==> src/rtl/op_decode_pkg.sv <==
// ============================================================================
// Module      : op_decode_pkg
// Description : Shared constants, decoded-record type and opcode classifier
//               for the op_decode_q instruction decode queue.
// Revision    : 1.0 - initial release
// ============================================================================
`default_nettype none

package op_decode_pkg;

    // Datapath classes
    localparam logic [2:0] DP_NONE    = 3'd0;
    localparam logic [2:0] DP_ARITH   = 3'd1;
    localparam logic [2:0] DP_LOGICAL = 3'd2;
    localparam logic [2:0] DP_MEMORY  = 3'd3;
    localparam logic [2:0] DP_COMPARE = 3'd4;
    localparam logic [2:0] DP_JUMP    = 3'd5;
    localparam logic [2:0] DP_BRANCH  = 3'd6;

    localparam int REC_TYPE_W = 4;

    localparam logic [REC_TYPE_W-1:0] TYPE_0 = 4'd0;
    localparam logic [REC_TYPE_W-1:0] TYPE_1 = 4'd1;
    localparam logic [REC_TYPE_W-1:0] TYPE_2 = 4'd2;
    localparam logic [REC_TYPE_W-1:0] TYPE_3 = 4'd3;
    localparam logic [REC_TYPE_W-1:0] TYPE_4 = 4'd4;
    localparam logic [REC_TYPE_W-1:0] TYPE_5 = 4'd5;
    localparam logic [REC_TYPE_W-1:0] TYPE_6 = 4'd6;
    localparam logic [REC_TYPE_W-1:0] TYPE_7 = 4'd7;
    localparam logic [REC_TYPE_W-1:0] TYPE_8 = 4'd8;
    localparam logic [REC_TYPE_W-1:0] TYPE_9 = 4'd9;

    // Opcode / funct values that select specific type codes
    localparam logic [5:0] OP_LOGIC_T2  = 6'd13;
    localparam logic [5:0] OP_LOGIC_T4  = 6'd15;
    localparam logic [5:0] OP_LOGIC_T5  = 6'd10;
    localparam logic [5:0] OP_BRANCH_T7 = 6'd20;
    localparam logic [5:0] OP_BRANCH_T8 = 6'd21;
    localparam logic [5:0] OP_BRANCH_T9 = 6'd23;
    localparam logic [5:0] FN_ARITH_T1A = 6'd34;
    localparam logic [5:0] FN_ARITH_T1B = 6'd35;
    localparam logic [5:0] FN_LOGIC_T2  = 6'd36;
    localparam logic [5:0] OP_MEM_A     = 6'd40;
    localparam logic [5:0] OP_MEM_B     = 6'd41;
    localparam logic [5:0] OP_CMP_A     = 6'd32;
    localparam logic [5:0] OP_CMP_B     = 6'd33;

    typedef struct packed {
        logic [2:0]            dp;
        logic [REC_TYPE_W-1:0] typ;
        logic                  illegal;
        logic [4:0]            rs;
        logic [4:0]            rt;
        logic [4:0]            rd;
        logic [15:0]           imm;
    } dec_rec_t;

    function automatic dec_rec_t op_classify(input logic [31:0] ins);
        dec_rec_t   r;
        logic [5:0] op;
        logic [5:0] fn;
        op        = ins[31:26];
        fn        = ins[5:0];
        r         = '0;
        r.rs      = ins[25:21];
        r.rt      = ins[20:16];
        r.rd      = ins[15:11];
        r.imm     = ins[15:0];
        if (op < 6'd3) begin
            r.dp  = DP_ARITH;
            r.typ = (fn == FN_ARITH_T1A || fn == FN_ARITH_T1B) ? TYPE_1 : TYPE_0;
        end else if (op >= 6'd8 && op < 6'd16) begin
            r.dp = DP_LOGICAL;
            if (fn == FN_LOGIC_T2 || op == OP_LOGIC_T2) r.typ = TYPE_2;
            else if (op == OP_LOGIC_T4)                  r.typ = TYPE_4;
            else if (op == OP_LOGIC_T5)                  r.typ = TYPE_5;
            else                                         r.typ = TYPE_3;
        end else if (op == OP_MEM_A || op == OP_MEM_B) begin
            r.dp  = DP_MEMORY;
            r.typ = TYPE_0;
        end else if (op == OP_CMP_A || op == OP_CMP_B) begin
            r.dp  = DP_COMPARE;
            r.typ = TYPE_6;
        end else if (op > 6'd50) begin
            r.dp  = DP_JUMP;
            r.typ = TYPE_0;
        end else begin
            // Everything left lands in the branch class; unknown ones are flagged
            r.dp = DP_BRANCH;
            case (op)
                OP_BRANCH_T7: r.typ = TYPE_7;
                OP_BRANCH_T8: r.typ = TYPE_8;
                OP_BRANCH_T9: r.typ = TYPE_9;
                default: begin
                    r.typ     = TYPE_0;
                    r.illegal = 1'b1;
                end
            endcase
        end
        return r;
    endfunction

endpackage

`default_nettype wire

==> src/rtl/decode_fifo.sv <==
// ============================================================================
// Module      : decode_fifo
// Description : Generic synchronous first-word-fall-through queue with
//               occupancy count and flush.
// Revision    : 1.0 - initial release
// ============================================================================
`default_nettype none

module decode_fifo #(
    parameter int WIDTH = 8,
    parameter int DEPTH = 4
) (
    input  logic                   clk,
    input  logic                   rst,
    input  logic                   i_flush,
    input  logic                   i_valid,
    output logic                   o_ready,
    input  logic [WIDTH-1:0]       i_data,
    output logic                   o_valid,
    input  logic                   i_ready,
    output logic [WIDTH-1:0]       o_data,
    output logic [$clog2(DEPTH):0] o_count
);

    localparam int              c_AW   = $clog2(DEPTH);
    localparam logic [c_AW:0]   c_FULL = (c_AW+1)'(DEPTH);

    logic [WIDTH-1:0] r_mem [DEPTH];
    logic [c_AW-1:0]  r_wr_ptr;
    logic [c_AW-1:0]  r_rd_ptr;
    logic [c_AW:0]    r_count;
    logic             w_push;
    logic             w_pop;

    assign o_ready = (r_count != c_FULL);
    assign o_valid = (r_count != '0);
    assign o_data  = r_mem[r_rd_ptr];
    assign o_count = r_count;
    assign w_push  = i_valid && o_ready;
    assign w_pop   = o_valid && i_ready;

    always_ff @(posedge clk) begin
        if (w_push && !i_flush && !rst) begin
            r_mem[r_wr_ptr] <= i_data;
        end
    end

    // Pointers wrap naturally because DEPTH is a power of two
    always_ff @(posedge clk) begin
        if (rst || i_flush) begin
            r_wr_ptr <= '0;
            r_rd_ptr <= '0;
            r_count  <= '0;
        end else begin
            if (w_push) r_wr_ptr <= r_wr_ptr + c_AW'(1);
            if (w_pop)  r_rd_ptr <= r_rd_ptr + c_AW'(1);
            case ({w_push, w_pop})
                2'b10:   r_count <= r_count + (c_AW+1)'(1);
                2'b01:   r_count <= r_count - (c_AW+1)'(1);
                default: r_count <= r_count;
            endcase
        end
    end

endmodule

`default_nettype wire

==> src/rtl/op_decode_q.sv <==
// ============================================================================
// Module      : op_decode_q
// Description : Instruction decoder feeding a DEPTH-entry FWFT issue queue.
//               Optional per-class statistics with OP_DECODE_STATS_EN.
// Revision    : 1.0 - initial release
// ============================================================================
`default_nettype none

module op_decode_q
    import op_decode_pkg::*;
#(
    parameter int DATA_W = 32,
    parameter int DEPTH  = 4,
    parameter int TYPE_W = 4,
    parameter int STAT_W = 16
) (
    input  logic                   clk,
    input  logic                   rst,
    input  logic                   flush,
    input  logic                   in_valid,
    output logic                   in_ready,
    input  logic [DATA_W-1:0]      in_ins,
    input  logic [DATA_W-1:0]      in_pc,
    output logic                   out_valid,
    input  logic                   out_ready,
    output logic [2:0]             out_data_path,
    output logic [TYPE_W-1:0]      out_type,
    output logic                   out_illegal,
    output logic [4:0]             out_rs,
    output logic [4:0]             out_rt,
    output logic [4:0]             out_rd,
    output logic [DATA_W-1:0]      out_imm,
    output logic [DATA_W-1:0]      out_pc,
    output logic [$clog2(DEPTH):0] out_count
`ifdef OP_DECODE_STATS_EN
    ,
    output logic [6*STAT_W-1:0]    stat_cnt,
    output logic [STAT_W-1:0]      stat_illegal
`endif
);

    typedef struct packed {
        dec_rec_t          rec;
        logic [DATA_W-1:0] pc;
    } entry_t;

    if (DATA_W < 32 || DEPTH < 2 || (DEPTH & (DEPTH - 1)) != 0 ||
        TYPE_W < REC_TYPE_W || STAT_W < 1) begin : g_param_check
        $error("op_decode_q: illegal parameter combination");
    end

    dec_rec_t w_dec;
    entry_t   w_in_entry;
    entry_t   w_head;
    logic     w_head_valid;
    logic     w_in_ready;
    logic     w_unused_ins;

    assign w_dec        = op_classify(in_ins[31:0]);
    assign w_in_entry   = '{rec: w_dec, pc: in_pc};
    assign w_unused_ins = ^in_ins;

    decode_fifo #(
        .WIDTH ($bits(entry_t)),
        .DEPTH (DEPTH)
    ) u_fifo (
        .clk     (clk),
        .rst     (rst),
        .i_flush (flush),
        .i_valid (in_valid),
        .o_ready (w_in_ready),
        .i_data  (w_in_entry),
        .o_valid (w_head_valid),
        .i_ready (out_ready),
        .o_data  (w_head),
        .o_count (out_count)
    );

    assign in_ready  = w_in_ready;
    assign out_valid = w_head_valid;

    // Record fields are forced to zero whenever the queue is empty
    always_comb begin
        out_data_path = '0;
        out_type      = '0;
        out_illegal   = 1'b0;
        out_rs        = '0;
        out_rt        = '0;
        out_rd        = '0;
        out_imm       = '0;
        out_pc        = '0;
        if (w_head_valid) begin
            out_data_path = w_head.rec.dp;
            out_type      = TYPE_W'(w_head.rec.typ);
            out_illegal   = w_head.rec.illegal;
            out_rs        = w_head.rec.rs;
            out_rt        = w_head.rec.rt;
            out_rd        = w_head.rec.rd;
            out_imm       = {{(DATA_W-16){w_head.rec.imm[15]}}, w_head.rec.imm};
            out_pc        = w_head.pc;
        end
    end

`ifdef OP_DECODE_STATS_EN
    logic             w_push;
    logic [STAT_W-1:0] r_illegal_cnt;

    assign w_push = in_valid && w_in_ready && !flush;

    for (genvar k = 1; k <= 6; k++) begin : g_stat
        logic [STAT_W-1:0] r_cnt;
        always_ff @(posedge clk) begin
            if (rst) begin
                r_cnt <= '0;
            end else if (w_push && w_dec.dp == 3'(k) && r_cnt != '1) begin
                r_cnt <= r_cnt + STAT_W'(1);
            end
        end
        assign stat_cnt[k*STAT_W-1 -: STAT_W] = r_cnt;
    end

    always_ff @(posedge clk) begin
        if (rst) begin
            r_illegal_cnt <= '0;
        end else if (w_push && w_dec.illegal && r_illegal_cnt != '1) begin
            r_illegal_cnt <= r_illegal_cnt + STAT_W'(1);
        end
    end

    assign stat_illegal = r_illegal_cnt;
`endif

endmodule

`default_nettype wire

==> config.mk <==
export PLATFORM = sky130hd
export DESIGN_NAME = op_decode_q
export DESIGN_NICKNAME = d
export VERILOG_FILES = /design/src/rtl/op_decode_pkg.sv /design/src/rtl/decode_fifo.sv /design/src/rtl/op_decode_q.sv
export SDC_FILE = /design/constraint.sdc
export NUM_CORES = 1
export LEC_CHECK = 0
export BUFFER_PORTS_ARGS = -buffer_cell sky130_fd_sc_hd__buf_4
export CORE_ASPECT_RATIO = 1.4
export CORE_MARGIN = 2
export CORE_UTILIZATION = 50
export CTS_CLUSTER_DIAMETER = 120
export CTS_CLUSTER_SIZE = 10
export DETAILED_ROUTE_END_ITERATION = 16
export GPL_TIMING_DRIVEN = 0
export PLACE_DENSITY = 0.71
export SYNTH_ARGS = -nofsm -noshare
export SYNTH_HDL_FRONTEND = slang
export SYNTH_SLANG_ARGS = --single-unit
==> constraint.sdc <==
create_clock -name clk -period 10.59 [get_ports clk]
set_clock_uncertainty 0.1 [all_clocks]
set_input_delay 2.118 -clock clk [delete_from_list [all_inputs] [get_ports clk]]
set_output_delay 2.118 -clock clk [all_outputs]
set_load 0.05 [all_outputs]
* Word level (Yosys, flattened, before mapping)
Memories as Yosys holds them, arrays and structs flattened. A register that Yosys moved wholly into a read port is not among the register bits. Cells that the tools add are included.
Storage, ports and cells: register bits after elaboration 7, output and inout bits 92, bits of input ports 69, logic and storage cells 72, memories 1, memory bits (writable) 284
Memory list:
- u_fifo.r_mem | words 4, bits a word 71, rd ports 1, clocked after Yosys merged registers in 1, write ports 1, RTL line decode_fifo.sv:28 | logic [WIDTH-1:0] r_mem [DEPTH];
Operators by class: equal/unequal tests 16, $add $sub $neg 4, $lt $le $gt $ge 4, reductions and logical operators 15, muxes and demuxes 29
Operators with widths (number):
- 2-to-1 mux 32 bit | 2
- equality test 6 bit, second input constant | 7
- 2-to-1 mux 7 bit | 3
- equality test 6 x 4 -> 1 bit, second input constant | 3
- equality test 6 x 5 -> 1 bit, second input constant | 3
- 2-to-1 mux 5 bit | 3
- 2-to-1 mux 3 bit | 4
- 2-to-1 mux 6 bit | 2
- case mux 4 bit (3 select lines) | 1
- 2-to-1 mux 1 bit | 10
- greater-or-equal comparator 6 x 4 -> 1 bit, second input constant | 1
- > comparator 6 bit, second input constant | 1
- < comparator 6 x 2 -> 1 bit, second input constant | 1
- < comparator 6 x 5 -> 1 bit, second input constant | 1
- case mux 3 bit (2 select lines) | 1
- logical AND 1 bit | 5
- logical OR 1 bit | 5
- adder 2 x 1 -> 2 bit, second input constant | 2
- 2-to-1 mux 2 bit | 2
- 2-to-1 mux 4 bit | 1
- adder 3 x 1 -> 3 bit, second input constant | 1
- != test 3 bit, second input constant | 1
- nonzero test 3 bit | 1
- OR reduction 3 bit | 1
- 5 further kinds | 6

* Logic depth before layout (Yosys ltp)
depth after elaboration 8, mapped depth 8, gate-level depth less buffers 8

* Cells and area by module
A second synthesis with hierarchy kept.
Second synthesis, totals: cells, all modules 568, area total of the unflattened synthesis 11647.4 sq um
By module, submodules not included:
- decode_fifo | area each 10697.8 sq um, cells an instance 424, seq. area each 8708.4 sq um, instances 1
- op_decode_q | area each 949.7 sq um, cells an instance 144, seq. area each 0.0 sq um, instances 1

* Worst setup path after synthesis
Ideal clock, no wire load.
kind input to register, start point in flush, end point mem u_fifo.r_mem[0][0] (netlist name) (enable), stages 4, path buffers 1, setup slack 5.734 ns, required time 10.059 ns, arrival 4.325 ns, path through or2_2 > clkbuf_1 > nor2_1 > and2_1
Between the ends: cells in the longest elaborated chain, start to end 5
RTL lines:
- start: declaration | RTL line op_decode_q.sv:19 | input logic flush,
- logical NOT 1 bit | RTL line decode_fifo.sv:43 | if (w_push && !i_flush && !rst) begin
- logical AND 1 bit (2 in a row) | RTL line decode_fifo.sv:43
- 2-to-1 mux 1 bit | RTL line decode_fifo.sv:43
- 2-to-1 mux 1 bit (implied by the code) | RTL line decode_fifo.sv:44 | r_mem[r_wr_ptr] <= i_data;
- end: declaration | RTL line decode_fifo.sv:28
No other way between the ends.

* Worst setup path in the final report
start point reg u_fifo.r_count[0] (netlist: u_fifo.o_count[0]), end point out out_imm[22]
Between the ends: cells in the longest elaborated chain, start to end 2
RTL lines:
- start: declaration | RTL line decode_fifo.sv:31 | logic [c_AW:0] r_count;
- start signal: assignment | RTL line decode_fifo.sv:58 | 2'b10: r_count <= r_count + (c_AW+1)'(1);
- start signal: assignment | RTL line decode_fifo.sv:59 | 2'b01: r_count <= r_count - (c_AW+1)'(1);
- start signal: assignment | RTL line decode_fifo.sv:60 | default: r_count <= r_count;
- nonzero test 3 bit | RTL line decode_fifo.sv:36 | assign o_valid = (r_count != '0);
- 2-to-1 mux 32 bit | RTL line op_decode_q.sv:92 | if (w_head_valid) begin
- end: declaration | RTL line op_decode_q.sv:32 | output logic [DATA_W-1:0] out_imm,
No other way between the ends.

==> reports/results.ini <==
[sta]
tns_ns = 0
tightest_slew_ns = 0.7015
rsz0062_at_grt = false
slew_viol_final = 0
finalCriticalPeriod_ns = 4.952
worst_hold_slack_ns = 0.4000
finalSetupViolations = 0
finalHoldViolCount = 0
slew_headroom_pct = 53.24
period_share_pct = 46.76
max_freq_mhz = 201.9

[critical_path]
cp_max_fo = 18
rrSetupSlack_ns = 8.02
r2r-end = u_fifo.o_count[2]
cp_data_required_time_ns = 8.37
crit_path_start_kind = register
r2r_start = u_fifo.o_count[2]
path_class = register to output pin
startpoint = u_fifo.o_count[0]
ff2ff_path_depth = 8
arrival_ns = 2.73
crit_path_end_kind = output pin

[hold_path]
holdPathStages = 2
hold_path_end = u_fifo.r_wr_ptr[1]
min_path_type = register to register
hp-start = u_fifo.r_wr_ptr[1]

[power_and_ir_drop]
vdd_drop_max_mv = 0.1331
power_density_nw_per_um2 = 174.1
p_leak_nw = 4.634

[final_layout]
fin_area_um2 = 13300
nets = 810
final_util_pct = 62.48
area_growth_pct = 22.56
drive_above_1_share_pct = 40.56
post_layout_nonfiller_instances = 1007
diodes = 0

[clocking]
cts_setup_buffers = 0
clockBufferDepth = 3
ctsResizeCount = 0
insertion_delay_ns = 0.53
cts-root-buf = clkbuf_16
htree_levels = 1
cts_sinks = 273
path_clk_slew_ns = 0.06
numCtsBuffers = 31
cts_hold_buf = 0
cts_tree = yes

[synthesis]
yosys.cell_types.count = 33
async_flop_share_pct = 0
synth.net_count = 615
syn_inst = 540
yosys_warnings = 0
yosysSeqAreaShare_pct = 74.72
synth_edf_count = 264
ys.flop_type = edfxtp_1
ys_ff_latch = 273
syn_area_per_cell_um2 = 20.09
synth_area_um2 = 10850

[run_status]
status = finished, final reports clean

[drt]
first_iter_violations = 249
routed_via_density = 5.528
drt-total-wl_mm = 20.80
drt-wirelength-per-cell_um = 20.66
num_vias = 5567
drt_first_pass_iters = 4
drc_errors = 0
ant_nets = 0

[floorplan]
die_x_um = 128.5
fp-row-count = 63
dieArea_um2 = 22910
core_um2 = 21280
io_pins = 161
dieHeight_um = 178.3
start_util_pct = 50.98

[global_routing]
grtUsageTotal_pct = 18.06
grt_pass1_vias = 5861
grt-ovfl-total = 0
grt_pass1_wl_mm = 31.54
grt_max_degree = 40
antenna_found_initial = 0

[placed_design]
place_congestion = 0.7398
dp_cells = 962
port_buffers = 158
dp.final_hpwl_mm = 13.21
placed_area_um2 = 12460

[flow_run]
drv_cap = 0

## area by class of cell
cell class / count / area, µm²
sequential: 273 / 8108
inverter: 6 / 22.52
tap: 260 / 325.3
multi-input combinational: 212 / 2420
clock buffer: 43 / 820.8
fill: 1521 / 7985
buffer: 49 / 310.3
clock inverter: 2 / 17.52
timing repair buffer: 162 / 1274
## worst max-delay path, stage by stage, from the launching register on
cell and delay (ns):
dfxtp_1 0.40, or3_1 0.34, clkbuf_1 0.46, and2_1 0.59
buf_4 0.21, buf_4 0.19
## cell families (layout without fill, tap and decap cells)
family                     Yosys count  after routing  share of synthesized area (%)
DFF                                273            273                          74.72
and+or+nand+nor                    110            110                          5.869
buffers and inverters               55            262                          3.067
adders and majority gates            6              6                         0.7611
AOI/OAI and AO/OA                   24             24                          1.395
muxes                               66             66                          13.70
xor gates and xnor gates             6              6                         0.4844
## metrics by stage
step                      power [mW]  setup slack, ns
final                          2.315            5.638
after global routing           2.385            5.457
after CTS                      2.338            5.550
after detailed placement       1.437            6.127
after global placement         1.430            4.390
after floorplan                1.356            5.734
## cell usage after synthesis, types with 2 or more instances
cell,count,area share (%)
or3_1,3,0.17
nor2_1,15,0.52
clkbuf_1,15,0.52
and2_1,73,4.2
ha_1,5,0.58
buf_4,21,1.5
edfxtp_1,264,73
or2_2,3,0.17
o32a_1,2,0.18
nor3_1,3,0.14
nand2_1,5,0.17
dfxtp_1,9,1.7
mux4_2,66,14
a31oi_1,3,0.17
xnor2_1,3,0.24
nand3_1,3,0.14
buf_2,8,0.37
o21ai_0,5,0.23
o22ai_1,2,0.12
nor3b_1,2,0.14
inv_1,6,0.21
a21oi_1,7,0.32
xor2_1,3,0.24
buf_6,5,0.52
## where the power goes
| group | switching (mW) | internal (mW) | total (mW) | leakage [nW] |
|---|---|---|---|---|
| combinational | 0.136 | 0.0773 | 0.213 | 1.77 |
| clock | 0.372 | 0.529 | 0.901 | 0.405 |
| sequential | 0.00314 | 1.20 | 1.20 | 2.46 |
| total | 0.511 | 1.80 | 2.31 | 4.63 |
## worst max-delay path by stage
stage | end | slack [ns] | cells after the start
finish | out_imm[22] | 5.64 | 5
global route | out_imm[31] | 5.46 | 5
CTS | out_imm[22] | 5.55 | 5
detailed placement | out_imm[22] | 6.13 | 5
global placement | u_fifo.r_mem[1][42] | 4.39 | 5
floorplan | u_fifo.r_mem[0][0] | 5.73 | 4
## layer usage
metal  vias to the layer above  track usage [%]  routed length [µm]
li1                       2501                -                   -
met1                      2868            21.88                8141
met2                       168            33.07               11280
met3                        30            2.969                 968
met4                         0            5.661                 412
met5                         -                0                   0
## registers in the layout, summed over array words and instances (netlist names), named ones only
| register | flops |
|---|---|
| u_fifo.r_mem | 264 |
| u_fifo.o_count | 3 |
| u_fifo.r_rd_ptr | 2 |
| u_fifo.r_wr_ptr | 2 |
## cell usage in the layout, fill, tap and decap left out, types with 4 or more instances in the layout
cell type / count
clkbuf_1: 27
buf_2: 8
o21ai_0: 5
buf_4: 179
buf_6: 5
a21oi_1: 7
nor2_1: 15
and2_4: 4
and2_1: 69
dfxtp_1: 9
nand2_1: 5
inv_1: 6
clkbuf_16: 31
mux4_2: 66
ha_1: 5
edfxtp_1: 264
Power figures use the tool's default switching activity.
